`config.mk`:
```
export PLATFORM = sky130hd
export DESIGN_NAME = load_store_unit_flat
export DESIGN_NICKNAME = d
export VERILOG_FILES = /design/src/rtl/lsu_pkg.sv /design/src/rtl/lsu_mem_if.sv /design/src/rtl/lsu_align.sv /design/src/rtl/load_store_unit.sv /design/src/flat_wrapper.sv
export SDC_FILE = /design/constraint.sdc
export NUM_CORES = 1
export LEC_CHECK = 0
export ABC_AREA = 1
export BUFFER_PORTS_ARGS = -buffer_cell sky130_fd_sc_hd__buf_2
export CAP_MARGIN = 5
export CORE_MARGIN = 2
export CORE_UTILIZATION = 44
export DETAILED_ROUTE_END_ITERATION = 6
export PLACE_DENSITY = 0.81
export SETUP_SLACK_MARGIN = 0.15
export SLEW_MARGIN = 20
export SYNTH_ARGS = -nofsm -noshare
export SYNTH_HDL_FRONTEND = slang
export SYNTH_SLANG_ARGS = --single-unit
```
`constraint.sdc`:
```
create_clock -name clk_i -period 1.5 [get_ports clk_i]
set_clock_uncertainty 0.15 [all_clocks]
set_input_delay 0.075 -clock clk_i [delete_from_list [all_inputs] [get_ports clk_i]]
set_output_delay 0.075 -clock clk_i [all_outputs]
set_load 0.02 [all_outputs]
```
`src/rtl/lsu_pkg.sv`:
```
// Shared types and helpers for the load/store unit: FSM states, RV32I width codes,
// the registered request record and the legality/alignment checks.
package lsu_pkg;

  typedef enum logic [1:0] {
    IDLE = 2'd0,
    REQ  = 2'd1,
    WAIT = 2'd2,
    RESP = 2'd3
  } lsu_state_e;

  localparam logic [2:0] F3_B  = 3'b000;
  localparam logic [2:0] F3_H  = 3'b001;
  localparam logic [2:0] F3_W  = 3'b010;
  localparam logic [2:0] F3_BU = 3'b100;
  localparam logic [2:0] F3_HU = 3'b101;

  typedef struct packed {
    logic        we;
    logic [2:0]  funct3;
    logic [31:0] addr;
    logic [31:0] wdata;
  } lsu_req_t;

  function automatic logic f3_legal(input logic [2:0] f3);
    return (f3 == F3_B) || (f3 == F3_H) || (f3 == F3_W) ||
           (f3 == F3_BU) || (f3 == F3_HU);
  endfunction

  // Width is carried in funct3[1:0]; the unsigned variants share the signed alignment rule.
  function automatic logic is_misaligned(input logic [2:0] f3, input logic [1:0] a);
    case (f3[1:0])
      2'b01:   return a[0];
      2'b10:   return |a;
      default: return 1'b0;
    endcase
  endfunction

endpackage

```
`src/rtl/lsu_mem_if.sv`:
```
// Data-memory request/response bus between the LSU (master) and the data memory (slave).
interface lsu_mem_if #(
  parameter int ADDR_W = 10
);
  logic              req;
  logic              gnt;
  logic              we;
  logic [ADDR_W-1:0] addr;
  logic [3:0]        be;
  logic [31:0]       wdata;
  logic              rvalid;
  logic [31:0]       rdata;

  modport master (output req, we, addr, be, wdata, input gnt, rvalid, rdata);
  modport slave  (input req, we, addr, be, wdata, output gnt, rvalid, rdata);
endinterface

```
`src/rtl/lsu_align.sv`:
```
// Combinational byte-lane steering: store byte enables / replicated write data and
// load lane extraction with sign or zero extension.
module lsu_align
  import lsu_pkg::*;
(
  input  logic [2:0]  funct3_i,
  input  logic [1:0]  offset_i,
  input  logic [31:0] wdata_i,
  input  logic [31:0] rdata_i,
  output logic [3:0]  be_o,
  output logic [31:0] wdata_o,
  output logic [31:0] rdata_o
);

  logic [7:0]  byte_sel;
  logic [15:0] half_sel;

  assign byte_sel = rdata_i[{offset_i, 3'b000} +: 8];
  assign half_sel = offset_i[1] ? rdata_i[31:16] : rdata_i[15:0];

  always_comb begin
    // NOTE: every output gets a default first, so no path through the case infers a latch.
    be_o    = 4'hF;
    wdata_o = wdata_i;
    case (funct3_i[1:0])
      2'b00: begin
        be_o    = 4'b0001 << offset_i;
        wdata_o = {4{wdata_i[7:0]}};
      end
      2'b01: begin
        be_o    = 4'b0011 << {offset_i[1], 1'b0};
        wdata_o = {2{wdata_i[15:0]}};
      end
      default: ;
    endcase
  end

  always_comb begin
    rdata_o = rdata_i;
    case (funct3_i)
      F3_B:    rdata_o = {{24{byte_sel[7]}}, byte_sel};
      F3_BU:   rdata_o = {24'h0, byte_sel};
      F3_H:    rdata_o = {{16{half_sel[15]}}, half_sel};
      F3_HU:   rdata_o = {16'h0, half_sel};
      default: ;
    endcase
  end

endmodule

```
`src/rtl/load_store_unit.sv`:
```
// Core-side load/store initiator: one outstanding access, stalls the core until done.
// Optional MISALIGN_TRAP_EN traps misaligned H/W accesses instead of truncating low address bits.
module load_store_unit
  import lsu_pkg::*;
#(
  parameter int ADDR_W      = 10,
  parameter int TIMEOUT_CYC = 255
) (
  input  logic        clk_i,
  input  logic        reset_i,
  input  logic        req_valid_i,
  output logic        req_ready_o,
  input  logic        req_we_i,
  input  logic [2:0]  req_funct3_i,
  input  logic [31:0] req_addr_i,
  input  logic [31:0] req_wdata_i,
  output logic        rsp_valid_o,
  output logic [31:0] rsp_rdata_o,
  output logic        err_o,
  output logic        misalign_o,
  output logic        stall_o,
  lsu_mem_if.master   mem
);

  localparam int CNT_W = (TIMEOUT_CYC < 2) ? 1 : $clog2(TIMEOUT_CYC);
  localparam logic [CNT_W-1:0] TO_LAST = CNT_W'((TIMEOUT_CYC == 0) ? 0 : TIMEOUT_CYC - 1);

  lsu_state_e       state_q, state_d;
  lsu_req_t         req_q;
  logic [CNT_W-1:0] cnt_q;
  logic [31:0]      rdata_q;
  logic             err_q, mis_q;

  logic        acc_illegal, acc_misalign, accept;
  logic        timeout_hit, timeout_fire, load_done;
  logic [3:0]  be_al;
  logic [31:0] wdata_al, ld_data;
  logic        unused_addr_hi;

  assign accept      = (state_q == IDLE) && req_valid_i;
  assign acc_illegal = !f3_legal(req_funct3_i);
`ifdef MISALIGN_TRAP_EN
  assign acc_misalign = is_misaligned(req_funct3_i, req_addr_i[1:0]);
`else
  assign acc_misalign = 1'b0;
`endif

  assign timeout_hit  = (TIMEOUT_CYC != 0) && (cnt_q == TO_LAST);
  assign timeout_fire = timeout_hit && (((state_q == REQ) && !mem.gnt) ||
                                        ((state_q == WAIT) && !mem.rvalid));
  assign load_done    = !req_q.we && (((state_q == REQ) && mem.gnt && mem.rvalid) ||
                                      ((state_q == WAIT) && mem.rvalid));
  assign unused_addr_hi = ^req_q.addr[31:ADDR_W+2];

  lsu_align u_align (
    .funct3_i (req_q.funct3),
    .offset_i (req_q.addr[1:0]),
    .wdata_i  (req_q.wdata),
    .rdata_i  (mem.rdata),
    .be_o     (be_al),
    .wdata_o  (wdata_al),
    .rdata_o  (ld_data)
  );

  always_ff @(posedge clk_i) begin
    // NOTE: sequential state uses <= so every flop samples values from before the edge.
    if (!reset_i) state_q <= IDLE;
    else          state_q <= state_d;
  end

  always_comb begin
    state_d = state_q;
    unique case (state_q)
      IDLE: if (req_valid_i) state_d = (acc_illegal || acc_misalign) ? RESP : REQ;
      REQ: begin
        if (mem.gnt)          state_d = (req_q.we || mem.rvalid) ? RESP : WAIT;
        else if (timeout_hit) state_d = RESP;
      end
      WAIT:    if (mem.rvalid || timeout_hit) state_d = RESP;
      RESP:    state_d = IDLE;
      default: state_d = IDLE;
    endcase
  end

  // The counter restarts on every state change, so REQ and WAIT each get a full budget.
  always_ff @(posedge clk_i) begin
    if (!reset_i) begin
      req_q   <= '0;
      cnt_q   <= '0;
      rdata_q <= '0;
      err_q   <= 1'b0;
      mis_q   <= 1'b0;
    end else begin
      cnt_q <= (state_q != state_d) ? '0 : cnt_q + 1'b1;
      if (accept) begin
        req_q   <= '{we: req_we_i, funct3: req_funct3_i, addr: req_addr_i, wdata: req_wdata_i};
        rdata_q <= '0;
        err_q   <= acc_illegal || acc_misalign;
        mis_q   <= acc_misalign;
      end
      if (load_done)    rdata_q <= ld_data;
      if (timeout_fire) err_q   <= 1'b1;
    end
  end

  always_comb begin
    req_ready_o = (state_q == IDLE);
    rsp_valid_o = (state_q == RESP);
    rsp_rdata_o = (state_q == RESP) ? rdata_q : '0;
    err_o       = (state_q == RESP) && err_q;
    misalign_o  = (state_q == RESP) && mis_q;
    stall_o     = accept || (state_q == REQ) || (state_q == WAIT);
    mem.req     = (state_q == REQ);
    mem.we      = (state_q == REQ) && req_q.we;
    mem.addr    = (state_q == REQ) ? req_q.addr[ADDR_W+1:2] : '0;
    mem.be      = (state_q == REQ) ? be_al : '0;
    mem.wdata   = (state_q == REQ) ? wdata_al : '0;
  end

endmodule

```
`src/flat_wrapper.sv`:
```
// flat-port wrapper written by rule: the top's interface ports become plain ports
module load_store_unit_flat import lsu_pkg::*;
#(
  parameter int ADDR_W      = 10,
  parameter int TIMEOUT_CYC = 255
)
  (clk_i, reset_i, req_valid_i, req_ready_o, req_we_i, req_funct3_i, req_addr_i, req_wdata_i, rsp_valid_o, rsp_rdata_o, err_o, misalign_o, stall_o, mem_req, mem_we, mem_addr, mem_be, mem_wdata, mem_gnt, mem_rvalid, mem_rdata);
  lsu_mem_if #(.ADDR_W(ADDR_W)) mem_i ();
  input  logic clk_i;
  input  logic reset_i;
  input  logic req_valid_i;
  output logic req_ready_o;
  input  logic req_we_i;
  input  logic [2:0] req_funct3_i;
  input  logic [31:0] req_addr_i;
  input  logic [31:0] req_wdata_i;
  output logic rsp_valid_o;
  output logic [31:0] rsp_rdata_o;
  output logic err_o;
  output logic misalign_o;
  output logic stall_o;
  output wire logic [$bits(mem_i.req)-1:0] mem_req;
  output wire logic [$bits(mem_i.we)-1:0] mem_we;
  output wire logic [$bits(mem_i.addr)-1:0] mem_addr;
  output wire logic [$bits(mem_i.be)-1:0] mem_be;
  output wire logic [$bits(mem_i.wdata)-1:0] mem_wdata;
  input wire logic [$bits(mem_i.gnt)-1:0] mem_gnt;
  input wire logic [$bits(mem_i.rvalid)-1:0] mem_rvalid;
  input wire logic [$bits(mem_i.rdata)-1:0] mem_rdata;
  assign mem_req = mem_i.req;
  assign mem_we = mem_i.we;
  assign mem_addr = mem_i.addr;
  assign mem_be = mem_i.be;
  assign mem_wdata = mem_i.wdata;
  assign mem_i.gnt = mem_gnt;
  assign mem_i.rvalid = mem_rvalid;
  assign mem_i.rdata = mem_rdata;
  load_store_unit #(.ADDR_W(ADDR_W), .TIMEOUT_CYC(TIMEOUT_CYC)) u_core (.clk_i(clk_i), .reset_i(reset_i), .req_valid_i(req_valid_i), .req_ready_o(req_ready_o), .req_we_i(req_we_i), .req_funct3_i(req_funct3_i), .req_addr_i(req_addr_i), .req_wdata_i(req_wdata_i), .rsp_valid_o(rsp_valid_o), .rsp_rdata_o(rsp_rdata_o), .err_o(err_o), .misalign_o(misalign_o), .stall_o(stall_o), .mem(mem_i));
endmodule
```
* Word level (Yosys, flattened, before mapping)
Index checks and enable logic that the tools add are counted.
Storage, ports and cells: flip-flop bits (word level) 91, output and inout bits 85
Operators by class: add/subtract/negate cells 1, equality and inequality tests 13, shifts and indexed selects 3, multiplexer cells 19, bitwise operators 1, reduce and logical (&&, ||, !) cells 31
Operators by type and width (count):
- $mux 32 | 4
- $pmux 32 s4 | 1
- $pmux 32 s2 | 1
- $shiftx 32x6->8 | 1
- $mux 16 | 1
- $eq 3x3->1 const B | 4
- $logic_and 1x1->1 | 10
- $logic_or 1x1->1 | 10
- $mux 10 | 1
- $mux 2 | 5
- $add 8x1->8 const B | 1
- $eq 8x8->1 const B | 1
- $pmux 2 s4 | 1
- $pmux 4 s2 | 1
- $eq 3x1->1 const B | 2
- $logic_not 3->1 | 2
- $eq 2x1->1 const B | 2
- $eq 2x2->1 const B | 2
- $logic_not 1->1 | 4
- $logic_not 2->1 | 2
- $mux 4 | 1
- $reduce_bool 2->1 | 2
- $shl 1x2->4 const A | 1
- $shl 2x2->4 const A | 1
- other kinds (5) | 7

* Depth between registers and ports, before layout
Gate-level depths: netlist (run 1).
word-level depth 10, gate-level depth with buffers 11

* By module
From an unflattened synthesis (run 1), not the netlist that was laid out.
Second synthesis, totals: cell total of the unflattened synthesis 884, area, all modules 5418.9 µm²
By module, submodules not included:
- load_store_unit | instances 1, cells an instance 592, area each 4047.6 µm², sequential area each 1821.7 µm²
- lsu_align | instances 1, cells an instance 292, area each 1371.3 µm², sequential area each 0.0 µm²

* Worst setup path after synthesis (run 1)
Ideal clock, no wire load.
path kind reg-to-output, start register u_core.state_q[0], end output mem_wdata[30], data arrival time 1.501 ns, data required time 1.275 ns, slack -0.226 ns, stages on the path, launching flop included 7, path buffers 2, path through dfxtp_1 > buf_4 > nand2_4 > inv_2 > clkbuf_1 > o21ai_0 > nor2_1
Between the ends: word-level cells in the longest chain between the ends 2
Ends and longest elaborated chain:
- from (decl) | RTL line load_store_unit.sv:28 | lsu_state_e state_q, state_d;
- from (signal assigned) | RTL line load_store_unit.sv:68 | else state_q <= state_d;
- $eq 2x1->1
- net mem_req | RTL line flat_wrapper.sv:22 | output wire logic [$bits(mem_i.req)-1:0] mem_req;
- $mux 32 | RTL line load_store_unit.sv:117 | mem.wdata = (state_q == REQ) ? wdata_al : '0;
- to (decl) | RTL line flat_wrapper.sv:26 | output wire logic [$bits(mem_i.wdata)-1:0] mem_wdata;
The timed path passes the listed nets, and every way through them passes these cells.

* Worst setup path in the final report (run 1)
start register u_core.req_q[65] (netlist name), end output mem_wdata[14]
Between the ends: word-level cells in the longest chain between the ends 3, elaborated cells on any way between the ends 4, those cells by class 1 x eq/ne; 2 x mux; 1 x reduce/logical
Ends and longest elaborated chain:
- from (decl) | RTL line load_store_unit.sv:29 | lsu_req_t req_q;
- from (signal assigned) | RTL line load_store_unit.sv:96 | req_q <= '{we: req_we_i, funct3: req_funct3_i, addr: req_addr_i, wdata: req_wdata_i};
- $eq 2x1->1 / $logic_not 2->1 (equally long branches) | RTL line lsu_align.sv:25 | case (funct3_i[1:0])
- $pmux 32 s2 (*) | RTL line lsu_align.sv:25
- $mux 32 (*) | RTL line load_store_unit.sv:117
Mark *: on every way between the ends. The rest lies on a longest branch, timed or not.

==> load_flow_metrics.sql, run 1 <==
INSERT INTO impl_metrics (metric_group, metric, value, unit) VALUES
('run_status', 'run_status', 'finished, violations left', ''),
('run_status', 'failing_checks', 'setup timing', ''),
('finish', 'final_nets', '1141', ''),
('setup_path', 'crit_path_cell_trace', 'nor2_4 -> inv_6 -> buf_4 -> o21ai_4 -> nor2_2 -> buf_2', ''),
('timing', 'setup_viol_count_final', '174', ''),
('clocking', 'cts.sink_count', '91', ''),
('setup_path', 'critical_path.max_stage_delay', '0.40', 'ns'),
('synth', 'netlist-cell-type-count', '29', ''),
('power', 'power_switching_share', '41.87', '%'),
('floorplan', 'floorplan.rows', '37', ''),
('routing', 'drt-total-wl', '25990', 'um'),
('power', 'worst_ir_drop_vdd', '772.9', 'uV'),
('clocking', 'cts_htree_levels', '3', ''),
('routing', 'drt-pass1-iter-count', '6', ''),
('synth', 'yosys-mux-area-fraction', '0', '%'),
('global_route', 'grt_usage', '33.50', '%'),
('timing', 'finalHoldViolCount', '0', ''),
('setup_path', 'worst-endpoint-arrival', '1.73', 'ns'),
('placed_design', 'gp_congestion', '0.8768', ''),
('setup_path', 'setup.worst_path.class', 'reg -> out', ''),
('timing', 'unrepaired_setup_endpoints_after_global_routing', 'true', ''),
('synth', 'ys_async_sr_fraction', '0', '%'),
('synth', 'ys_warn_count', '0', ''),
('routing', 'drc', '0', ''),
('synth', 'synth_seq_cells', '91', ''),
('routing', 'avgViaCountPerCell', '5.954', ''),
('timing', 'fin_ws', '-0.4504', 'ns'),
('global_route', 'initial_antenna_violation_count', '0', ''),
('floorplan', 'fp.dieArea', '11550', 'um2'),
('placed_design', 'place_worst_setup_slack', '-0.09602', 'ns'),
('synth', 'netlist_instances', '739', ''),
('synth', 'synth_top_family_by_area', 'simple AND/OR/NAND/NOR gates', ''),
('floorplan', 'fp.coreArea', '10370', 'um2'),
('floorplan', 'start_util', '45.43', '%'),
('synth', 'synthDominantAreaCellType', 'sky130_fd_sc_hd__dfxtp_1', ''),
('synth', 'synth_compound_gate_area_share', '20.45', '%'),
('clocking', 'cts_root_buffer', 'sky130_fd_sc_hd__clkbuf_8', ''),
('synth', 'post_synth_edffs', '0', ''),
('finish', 'stdcell_count', '1175', ''),
('routing', 'initialDrtViolationCount', '719', ''),
('synth', 'synth_simple_gate_area_share', '27.65', '%'),
('floorplan', 'ios', '190', ''),
('finish', 'antenna_cells', '0', ''),
('synth', 'synthTopCellsByCount', 'sky130_fd_sc_hd__nor2_1, sky130_fd_sc_hd__nand2_1, sky130_fd_sc_hd__dfxtp_1', ''),
('setup_path', 'critPathLaunchType', 'flip-flop', ''),
('setup_path', 'cp_top_family', 'buffers and inverters', ''),
('routing', 'final_routed_wire_length_divided_by_cell_count', '22.11', 'um'),
('power', 'share_clk_of_total_power', '19.7', '%'),
('synth', 'share_of_the_synthesized_netlist_area_taken_by_xor_and_xnor_gates', '1.116', '%'),
('timing', 'fmax', '512.7', 'MHz'),
('placed_design', 'numPlacedInstances', '1041', ''),
('synth', 'post-synth-top-area-fraction', '38.67', '%'),
('power', 'p_int', '4853', 'uW'),
('placed_design', 'dp_hpwl', '10320', 'um'),
('setup_path', 'timing.critical_path.to_type', 'output pin', ''),
('floorplan', 'horizontal_die_dimension', '107.5', 'um'),
('finish', 'drive_gt1_share', '47.74', '%'),
('clocking', 'clock_latency_on_the_worst_skew_pair', '0.39', 'ns'),
('setup_path', 'crit_slowest_cell', 'sky130_fd_sc_hd__dfxtp_4', ''),
('clocking', 'cts_max_path_buffers', '2', ''),
('clocking', 'clk_pin_slew_worst_paths', '0.09', 'ns'),
('placed_design', 'portBuffers', '168', ''),
('finish', 'area.sequential', '1836', 'um2'),
('routing', 'via_count', '6996', ''),
('synth', 'syn_area_per_cell', '6.375', 'um2'),
('synth', 'synth_nets', '846', ''),
('synth', 'yosysSeqAreaShare', '38.67', '%'),
('setup_path', 'number_of_buffer_and_inverter_stages_on_the_critical_path', '3', ''),
('synth', 'netlist_area', '4711', 'um2'),
('finish', 'synth_to_layout_area_growth', '88.47', '%'),
('floorplan', 'floorplan.die.height', '107.5', 'um');
## through the flow
step | setup TNS, ns | util [%] | power (uW) | hold WS [ns] | cell area, um2
finish | -39.48 | 85.62 | 8348 | 0.04719 | 8879
global route | -41.75 | 85.62 | 8541 | 0.06858 | 8879
CTS | -17.17 | 75.01 | 7096 | 0.01995 | 7779
detailed placement | -2.982 | 58.94 | 4928 | 0.1823 | 6112
global placement | -1.119 | 58.94 | 4896 | 0.1745 | 6112
floorplan | 0 | - | 4260 | 0.05741 | 4985
## final timing paths
path	start	slack (ns)	cells after the start	end
max	u_core.req_q[65]	-0.45	6	mem_wdata[14]
min reg2reg	u_core.rdata_q[9]	0.33	2	u_core.rdata_q[9]
max reg2reg	u_core.state_q[1]	-0.36	10	u_core.rdata_q[2]
min	mem_rdata[29]	0.05	5	u_core.rdata_q[29]
## layout make-up
cell class                      count  area share, %
Tap cell                          136          1.917
Sequential cell                    91          20.67
Clock inverter                      6         0.5355
Multi-Input combinational cell    517          38.73
Inverter                           87          4.073
Timing Repair inverter              1        0.09865
Timing Repair Buffer              327          32.54
Clock buffer                       10          1.437
## flip-flops by register name, indices dropped and copies added, names as in the netlist
| register | cells |
|---|---|
| u_core.req_q | 48 |
| u_core.cnt_q | 8 |
| u_core.err_q | 1 |
| u_core.state_q | 2 |
| u_core.rdata_q | 32 |
## timing repair
action / 4_1_cts / 5_1_grt
endpoints found under the setup margin: 172 / 175
gates resized for setup: 169 / 261
endpoints found under the hold margin: 82 / 0
gates cloned: 4 / 8
pin swaps: 17 / 70
setup buffers: 17 / 8
hold buffers: 82 / 0
## power by group through the flow
stage          clock, uW  combinational [uW]  sequential [uW]
5_1_grt             1710                3950             2880
4_1_cts             1570                2750             2770
3_5_place_dp           0                2110             2820
2_1_floorplan          0                1470             2790
6_report            1640                3830             2870
3_3_place_gp           0                2080             2810
## layout by cell type (no fill, tap or decap), drive strengths merged
cell | synthesis | final
dfxtp | 91 | 91
nand2 | 111 | 111
xor2 | 2 | 2
o21ai | 90 | 90
nand4 | 2 | 2
buf | 18 | 240
clkbuf | 26 | 15
conb | 1 | 1
o221ai | 1 | 1
clkinv | 1 | 4
nor2 | 190 | 190
ha | 2 | 2
o22ai | 14 | 14
clkinvlp | 0 | 1
xnor2 | 4 | 4
dlygate4sd3 | 0 | 82
inv | 86 | 89
nand3 | 12 | 12
nor3 | 8 | 8
o211ai | 2 | 2
a21oi | 78 | 78
## kinds of logic (layout without fill, tap and decap cells)
kind of cell | after synthesis | after routing
simple gates | 323 | 323
compound gates | 185 | 185
buf+inv | 131 | 431
flops | 91 | 91
xor+xnor | 6 | 6
fa+ha+maj | 2 | 2
other cells | 1 | 1
## routing by layer
layer / GRT usage, % / vias up / share of wire (%)
li1: - / 2933 / -
met1: 36.82 / 3164 / 32
met2: 59.86 / 644 / 47
met3: 7.264 / 255 / 12
met4: 18.13 / 0 / 9.4
met5: 0 / - / 0
## worst reg2reg max path, cell delays in order, from the launching register on
cell and delay, ns:
sky130_fd_sc_hd__dfxtp_4 0.40, sky130_fd_sc_hd__buf_6 0.12, sky130_fd_sc_hd__nor2_4 0.05, sky130_fd_sc_hd__nand2_4 0.11
sky130_fd_sc_hd__buf_8 0.15, sky130_fd_sc_hd__inv_8 0.04, sky130_fd_sc_hd__a21oi_4 0.22, sky130_fd_sc_hd__buf_6 0.17
sky130_fd_sc_hd__clkbuf_16 0.19, sky130_fd_sc_hd__nand2_4 0.06, sky130_fd_sc_hd__a21oi_2 0.11
Note: power is estimated with default switching activity, not from simulation.
==> run 2, diff against run 1 <==
--- a/config.mk
+++ b/config.mk
@@ -5,7 +5,6 @@
 export SDC_FILE = /design/constraint.sdc
 export NUM_CORES = 1
 export LEC_CHECK = 0
-export ABC_AREA = 1
 export BUFFER_PORTS_ARGS = -buffer_cell sky130_fd_sc_hd__buf_2
 export CAP_MARGIN = 5
 export CORE_MARGIN = 2
==> load_flow_metrics.sql, run 2 <==
INSERT INTO impl_metrics (metric_group, metric, value, unit) VALUES
('clocking', 'cts_htree_levels', '3', ''),
('global_route', 'grt_max_degree', '26', ''),
('timing', 'globalroute.repair_timing.worst_endpoint', 'u_core.rdata_q[18]$_SDFFE_PN0P_/D', ''),
('synth', 'synthTopCellsByCount', 'sky130_fd_sc_hd__nand2_1, sky130_fd_sc_hd__dfxtp_1, sky130_fd_sc_hd__nor2_1', ''),
('clocking', 'cts_root_buffer', 'sky130_fd_sc_hd__clkbuf_8', ''),
('floorplan', 'ios', '190', ''),
('placed_design', 'portBuffers', '168', ''),
('timing', 'worst_path_end_type', 'register input', ''),
('synth', 'netlist_area', '4703', 'um2'),
('run_status', 'firstError', '[ERROR DPL-0038] Utilization greater than 100%, impossible to legalize', ''),
('placed_design', 'dp_hpwl', '11130', 'um'),
('clocking', 'cts.sink_count', '91', ''),
('synth', 'yosysSeqAreaShare', '38.73', '%'),
('synth', 'netlist-cell-type-count', '52', ''),
('placed_design', 'gp_congestion', '0.8979', ''),
('synth', 'synthDominantAreaCellType', 'sky130_fd_sc_hd__dfxtp_1', ''),
('floorplan', 'floorplan.die.height', '107.4', 'um'),
('synth', 'synthMostInstantiatedCell', 'sky130_fd_sc_hd__nand2_1', ''),
('clocking', 'cts_max_path_buffers', '2', ''),
('floorplan', 'start_util', '45.35', '%'),
('floorplan', 'floorplan.rows', '37', ''),
('synth', 'post_synth_edffs', '0', ''),
('synth', 'dominantRegCellSynth', 'sky130_fd_sc_hd__dfxtp_1', ''),
('floorplan', 'horizontal_die_dimension', '107.4', 'um'),
('synth', 'netlist_instances', '598', ''),
('synth', 'post-synth-top-area-fraction', '38.73', '%'),
('synth', 'synth_seq_cells', '91', ''),
('synth', 'ys_async_sr_fraction', '0', '%'),
('synth', 'synth.area.top_cells', 'sky130_fd_sc_hd__dfxtp_1, sky130_fd_sc_hd__nand2_1, sky130_fd_sc_hd__a21oi_1', ''),
('synth', 'syn_area_per_cell', '7.865', 'um2'),
('clocking', 'cts_inserted_buffers', '9', ''),
('run_status', 'last_stage_the_flow_got_to', '5_1_grt', ''),
('synth', 'synth_nets', '705', ''),
('run_status', 'run_status', 'did not finish', ''),
('synth', 'ys_warn_count', '0', '');
==> run 2: cell count changes after synthesis, sizes merged, moves of 18 or more <==
cell | before | now
and2 | 0 | 21
and3 | 0 | 34
o2bb2ai | 0 | 25
o21ai | 90 | 5
inv | 86 | 7
nor2 | 190 | 68
mux2i | 0 | 23
nand2 | 111 | 129
==> run 2: stage by stage <==
step / cell area [um2] / setup TNS (ns) / setup WS (ns) / util (%) / cells
2_1_floorplan: 5190 / -4.792 / -0.2680 / - / 598
3_3_place_gp: 6344 / -10.05 / -0.1590 / 61.17 / 914
3_5_place_dp: 6344 / -15.70 / -0.2288 / 61.17 / 914
4_1_cts: 9567 / -33.50 / -0.3222 / 92.25 / 1060
==> run 2: logic make-up after synthesis <==
logic type,synth area share (%)
multiplexers,5.374
AO/OA/AOI/OAI,21.20
adder cells (fa/ha/maj),0.5320
XOR/XNOR,1.117
flip-flops,38.73
AND/OR/NAND/NOR,27.67
other,0.07973
buffers and inverters,5.294
==> run 2: timing repair <==
item                                    in CTS
pin swaps                                   93
endpoints found under the setup margin     175
hold buffers                                82
resized for setup                          418
hold endpoints to repair                    81
setup buffers                               29
gates cloned                                19
==> run 3, diff against run 2 <==
--- a/config.mk
+++ b/config.mk
@@ -8,10 +8,9 @@
 export BUFFER_PORTS_ARGS = -buffer_cell sky130_fd_sc_hd__buf_2
 export CAP_MARGIN = 5
 export CORE_MARGIN = 2
-export CORE_UTILIZATION = 44
+export CORE_UTILIZATION = 30
 export DETAILED_ROUTE_END_ITERATION = 6
-export PLACE_DENSITY = 0.81
-export SETUP_SLACK_MARGIN = 0.15
+export PLACE_DENSITY_LB_ADDON = 0.15
 export SLEW_MARGIN = 20
 export SYNTH_ARGS = -nofsm -noshare
 export SYNTH_HDL_FRONTEND = slang
==> constraint.sdc (replaced) <==
create_clock -name clk_i -period 2 [get_ports clk_i]
set_clock_uncertainty 0.15 [all_clocks]
set_input_delay 0.1 -clock clk_i [delete_from_list [all_inputs] [get_ports clk_i]]
set_output_delay 0.1 -clock clk_i [all_outputs]
set_load 0.02 [all_outputs]
==> load_flow_metrics.sql, run 3 <==
INSERT INTO impl_metrics (metric_group, metric, value, unit) VALUES
('clocking', 'cts_htree_levels', '3', ''),
('floorplan', 'floorplan.die.height', '129.2', 'um'),
('synth', 'synth_nets', '705', ''),
('finish', 'largest_regs', 'u_core.req_q x48, u_core.rdata_q x32, u_core.cnt_q x8', ''),
('synth', 'netlist_area', '4703', 'um2'),
('finish', 'synth_to_layout_area_growth', '50.04', '%'),
('synth', 'post_synth_edffs', '0', ''),
('setup_path', 'required_time_of_the_critical_path', '1.75', 'ns'),
('finish', 'fill_cells', '1535', ''),
('global_route', 'grt_usage', '19.60', '%'),
('timing', 'max_slew_margin', '45.47', '%'),
('hold_path', 'hold_path.startpoint', 'mem_gnt', ''),
('synth', 'ys_warn_count', '0', ''),
('synth', 'syn_area_per_cell', '7.865', 'um2'),
('clocking', 'cts_root_buffer', 'sky130_fd_sc_hd__clkbuf_16', ''),
('clocking', 'cts_max_path_buffers', '2', ''),
('run_status', 'run_status', 'complete, no violations', ''),
('global_route', 'initial_antenna_violation_count', '0', ''),
('floorplan', 'ios', '190', ''),
('synth', 'synth_seq_cells', '91', ''),
('hold_path', 'min-delay-path-class', 'in -> reg', ''),
('clocking', 'clk_pin_slew_worst_paths', '0.06', 'ns'),
('floorplan', 'floorplan.rows', '45', ''),
('finish', 'multi_input_comb_area', '2674', 'um2'),
('clocking', 'clock_latency_on_the_worst_skew_pair', '0.36', 'ns'),
('clocking', 'cts_tree', 'built', ''),
('finish', 'max_ffs_per_register', '48', ''),
('setup_path', 'crit_start', 'u_core.state_q[1]', ''),
('clocking', 'cts_inserted_buffers', '9', ''),
('setup_path', 'reg2reg_from', 'u_core.state_q[0]', ''),
('hold_path', 'timing.hold.worst_path_depth', '3', ''),
('synth', 'synthDominantAreaCellType', 'sky130_fd_sc_hd__dfxtp_1', ''),
('clocking', 'cts.sink_count', '91', ''),
('finish', 'drive_gt1_share', '29.40', '%'),
('timing', 'fmax', '516.9', 'MHz'),
('timing', 'final_min_period_over_clock_period', '96.73', '%'),
('global_route', 'global_route_congestion_overflow_total', '0', ''),
('routing', 'drc', '0', ''),
('timing', 'setup_viol_count_final', '0', ''),
('finish', 'antenna_cells', '0', ''),
('power', 'post-layout-total-power', '5076', 'uW'),
('clocking', 'post-cts-setup-buffers', '0', ''),
('setup_path', 'worst-endpoint-arrival', '1.68', 'ns'),
('floorplan', 'start_util', '30.82', '%'),
('routing', 'final_routed_wire_length_divided_by_cell_count', '15.44', 'um'),
('setup_path', 'critical_path.max_fanout', '18', ''),
('routing', 'via_count', '5121', ''),
('floorplan', 'fp.coreArea', '15260', 'um2'),
('global_route', 'via_count_of_the_first_global_routing_pass', '5050', ''),
('placed_design', 'gp_congestion', '0.8407', ''),
('setup_path', 'critPathLaunchType', 'flip-flop', ''),
('power', 'cellLeakagePower', '0.003169', 'uW'),
('routing', 'initialDrtViolationCount', '402', ''),
('setup_path', 'regToRegSetupSlack', '0.10', 'ns'),
('synth', 'dominantRegCellSynth', 'sky130_fd_sc_hd__dfxtp_1', ''),
('timing', 'fin_crit', '1.935', 'ns'),
('setup_path', 'timing.critical_path.to_type', 'output pin', ''),
('routing', 'drt-pass1-iter-count', '4', ''),
('floorplan', 'fp.dieArea', '16700', 'um2'),
('global_route', 'global_route_wire_length_before_repair', '25670', 'um'),
('timing', 'unrepaired_setup_endpoints_after_global_routing', 'true', ''),
('setup_path', 'setup.worst_path.class', 'reg -> out', ''),
('synth', 'synthTopCellsByCount', 'sky130_fd_sc_hd__nand2_1, sky130_fd_sc_hd__dfxtp_1, sky130_fd_sc_hd__nor2_1', ''),
('timing', 'worst_hold_slack', '0.001688', 'ns'),
('synth', 'post-synth-top-area-fraction', '38.73', '%'),
('timing', 'setup_total_negative_slack', '0', 'ns'),
('floorplan', 'horizontal_die_dimension', '129.2', 'um'),
('routing', 'avgViaCountPerCell', '4.840', ''),
('timing', 'fin_ws', '0.06533', 'ns'),
('synth', 'synth.area.top_cells', 'sky130_fd_sc_hd__dfxtp_1, sky130_fd_sc_hd__nand2_1, sky130_fd_sc_hd__a21oi_1', ''),
('synth', 'netlist-cell-type-count', '52', ''),
('finish', 'final_nets', '949', ''),
('routing', 'drt-total-wl', '16330', 'um'),
('synth', 'synthMostInstantiatedCell', 'sky130_fd_sc_hd__nand2_1', ''),
('synth', 'ys_async_sr_fraction', '0', '%'),
('synth', 'netlist_instances', '598', ''),
('power', 'power-per-cell-area', '719.3', 'nW/um2'),
('finish', 'area.sequential', '1832', 'um2'),
('timing', 'slew_violations', '0', ''),
('run', 'max_cap_violations', '0', ''),
('setup_path', 'reg2regPathDepth', '6', ''),
('finish', 'mostFrequentLayoutCell', 'sky130_fd_sc_hd__buf_2', ''),
('finish', 'layout_common_cells', 'sky130_fd_sc_hd__buf_2, sky130_fd_sc_hd__nand2_1, sky130_fd_sc_hd__dfxtp_1, sky130_fd_sc_hd__dlygate4sd3_1', ''),
('timing', 'timing_worst_slew_pin_value', '0.8136', 'ns'),
('global_route', 'grt_max_degree', '49', ''),
('routing', 'detail-route-antenna-nets', '0', ''),
('timing', 'finalHoldViolCount', '0', ''),
('placed_design', 'place_worst_setup_slack', '-0.04144', 'ns'),
('placed_design', 'portBuffers', '168', ''),
('placed_design', 'dp_hpwl', '11070', 'um'),
('power', 'worst_ir_drop_vdd', '601.6', 'uV'),
('finish', 'top_register', 'u_core.req_q', ''),
('synth', 'yosysSeqAreaShare', '38.73', '%');
[run 3: cell counts after synthesis]
Identical to the previous run, type by type.
[run 3: final timing paths]
kind / end
hold reg to reg: u_core.req_q[37]
hold / removal: u_core.state_q[1]
setup reg to reg: u_core.rdata_q[11]
setup / recovery: mem_wdata[28]
[run 3: final cells by class]
| cell class | count | share of cell area, % |
|---|---|---|
| sequential | 91 | 25.96 |
| tap | 211 | 3.741 |
| timing repair buffer | 280 | 27.64 |
| multi-input combinational | 451 | 37.89 |
| inverter | 9 | 0.4787 |
| clock buffer | 11 | 3.440 |
| clock inverter | 5 | 0.8511 |
[run 3: layer usage]
layer	up-vias	track usage, %	part of all wire (%)
met3	29	5.533	7.0
li1	2541	-	-
met5	-	0	0
met4	0	7.481	2.4
met2	179	31.11	46
met1	2372	25.30	45
[run 3: per-stage QoR]
stage / cell area, um2 / util (%) / cells
after floorplan: 4703 / - / 598
after global placement: 5892 / 38.61 / 961
after detailed placement: 5892 / 38.61 / 961
after CTS: 7034 / 46.10 / 1058
after global routing: 7057 / 46.25 / 1058
final: 7057 / 46.25 / 1058
[run 3: repair_timing]
action / 4_1_cts / 5_1_grt
hold buffers: 80 / 0
gates resized for setup: 10 / 10
gates cloned: 1 / 0
pin swaps: 1 / 0
hold endpoints to repair: 80 / 0
endpoints found under the setup margin: 51 / 51
[run 3: power by group]
group	leakage, uW	switching, uW	internal [uW]
Clock	0.000147	753	1010
Sequential	0.000744	114	1950
Combinational	0.00228	706	546
[run 3: kinds of logic after synthesis]
family                     Yosys count  share of synthesized area [%]
and+or+nand+nor                    283                          27.67
AOI/OAI and AO/OA                  133                          21.20
DFF                                 91                          38.73
buffers and inverters               57                          5.294
muxes                               25                          5.374
xor gates and xnor gates             6                          1.117
adders and majority gates            2                         0.5320
other                                1                        0.07973
[run 3: worst max-delay path: stages (launching register included)]
cell and delay (ns):
sky130_fd_sc_hd__dfxtp_2 0.34, sky130_fd_sc_hd__buf_4 0.16, sky130_fd_sc_hd__nand2b_4 0.18, sky130_fd_sc_hd__buf_8 0.16
sky130_fd_sc_hd__buf_4 0.17, sky130_fd_sc_hd__nor2_1 0.15, sky130_fd_sc_hd__buf_4 0.16
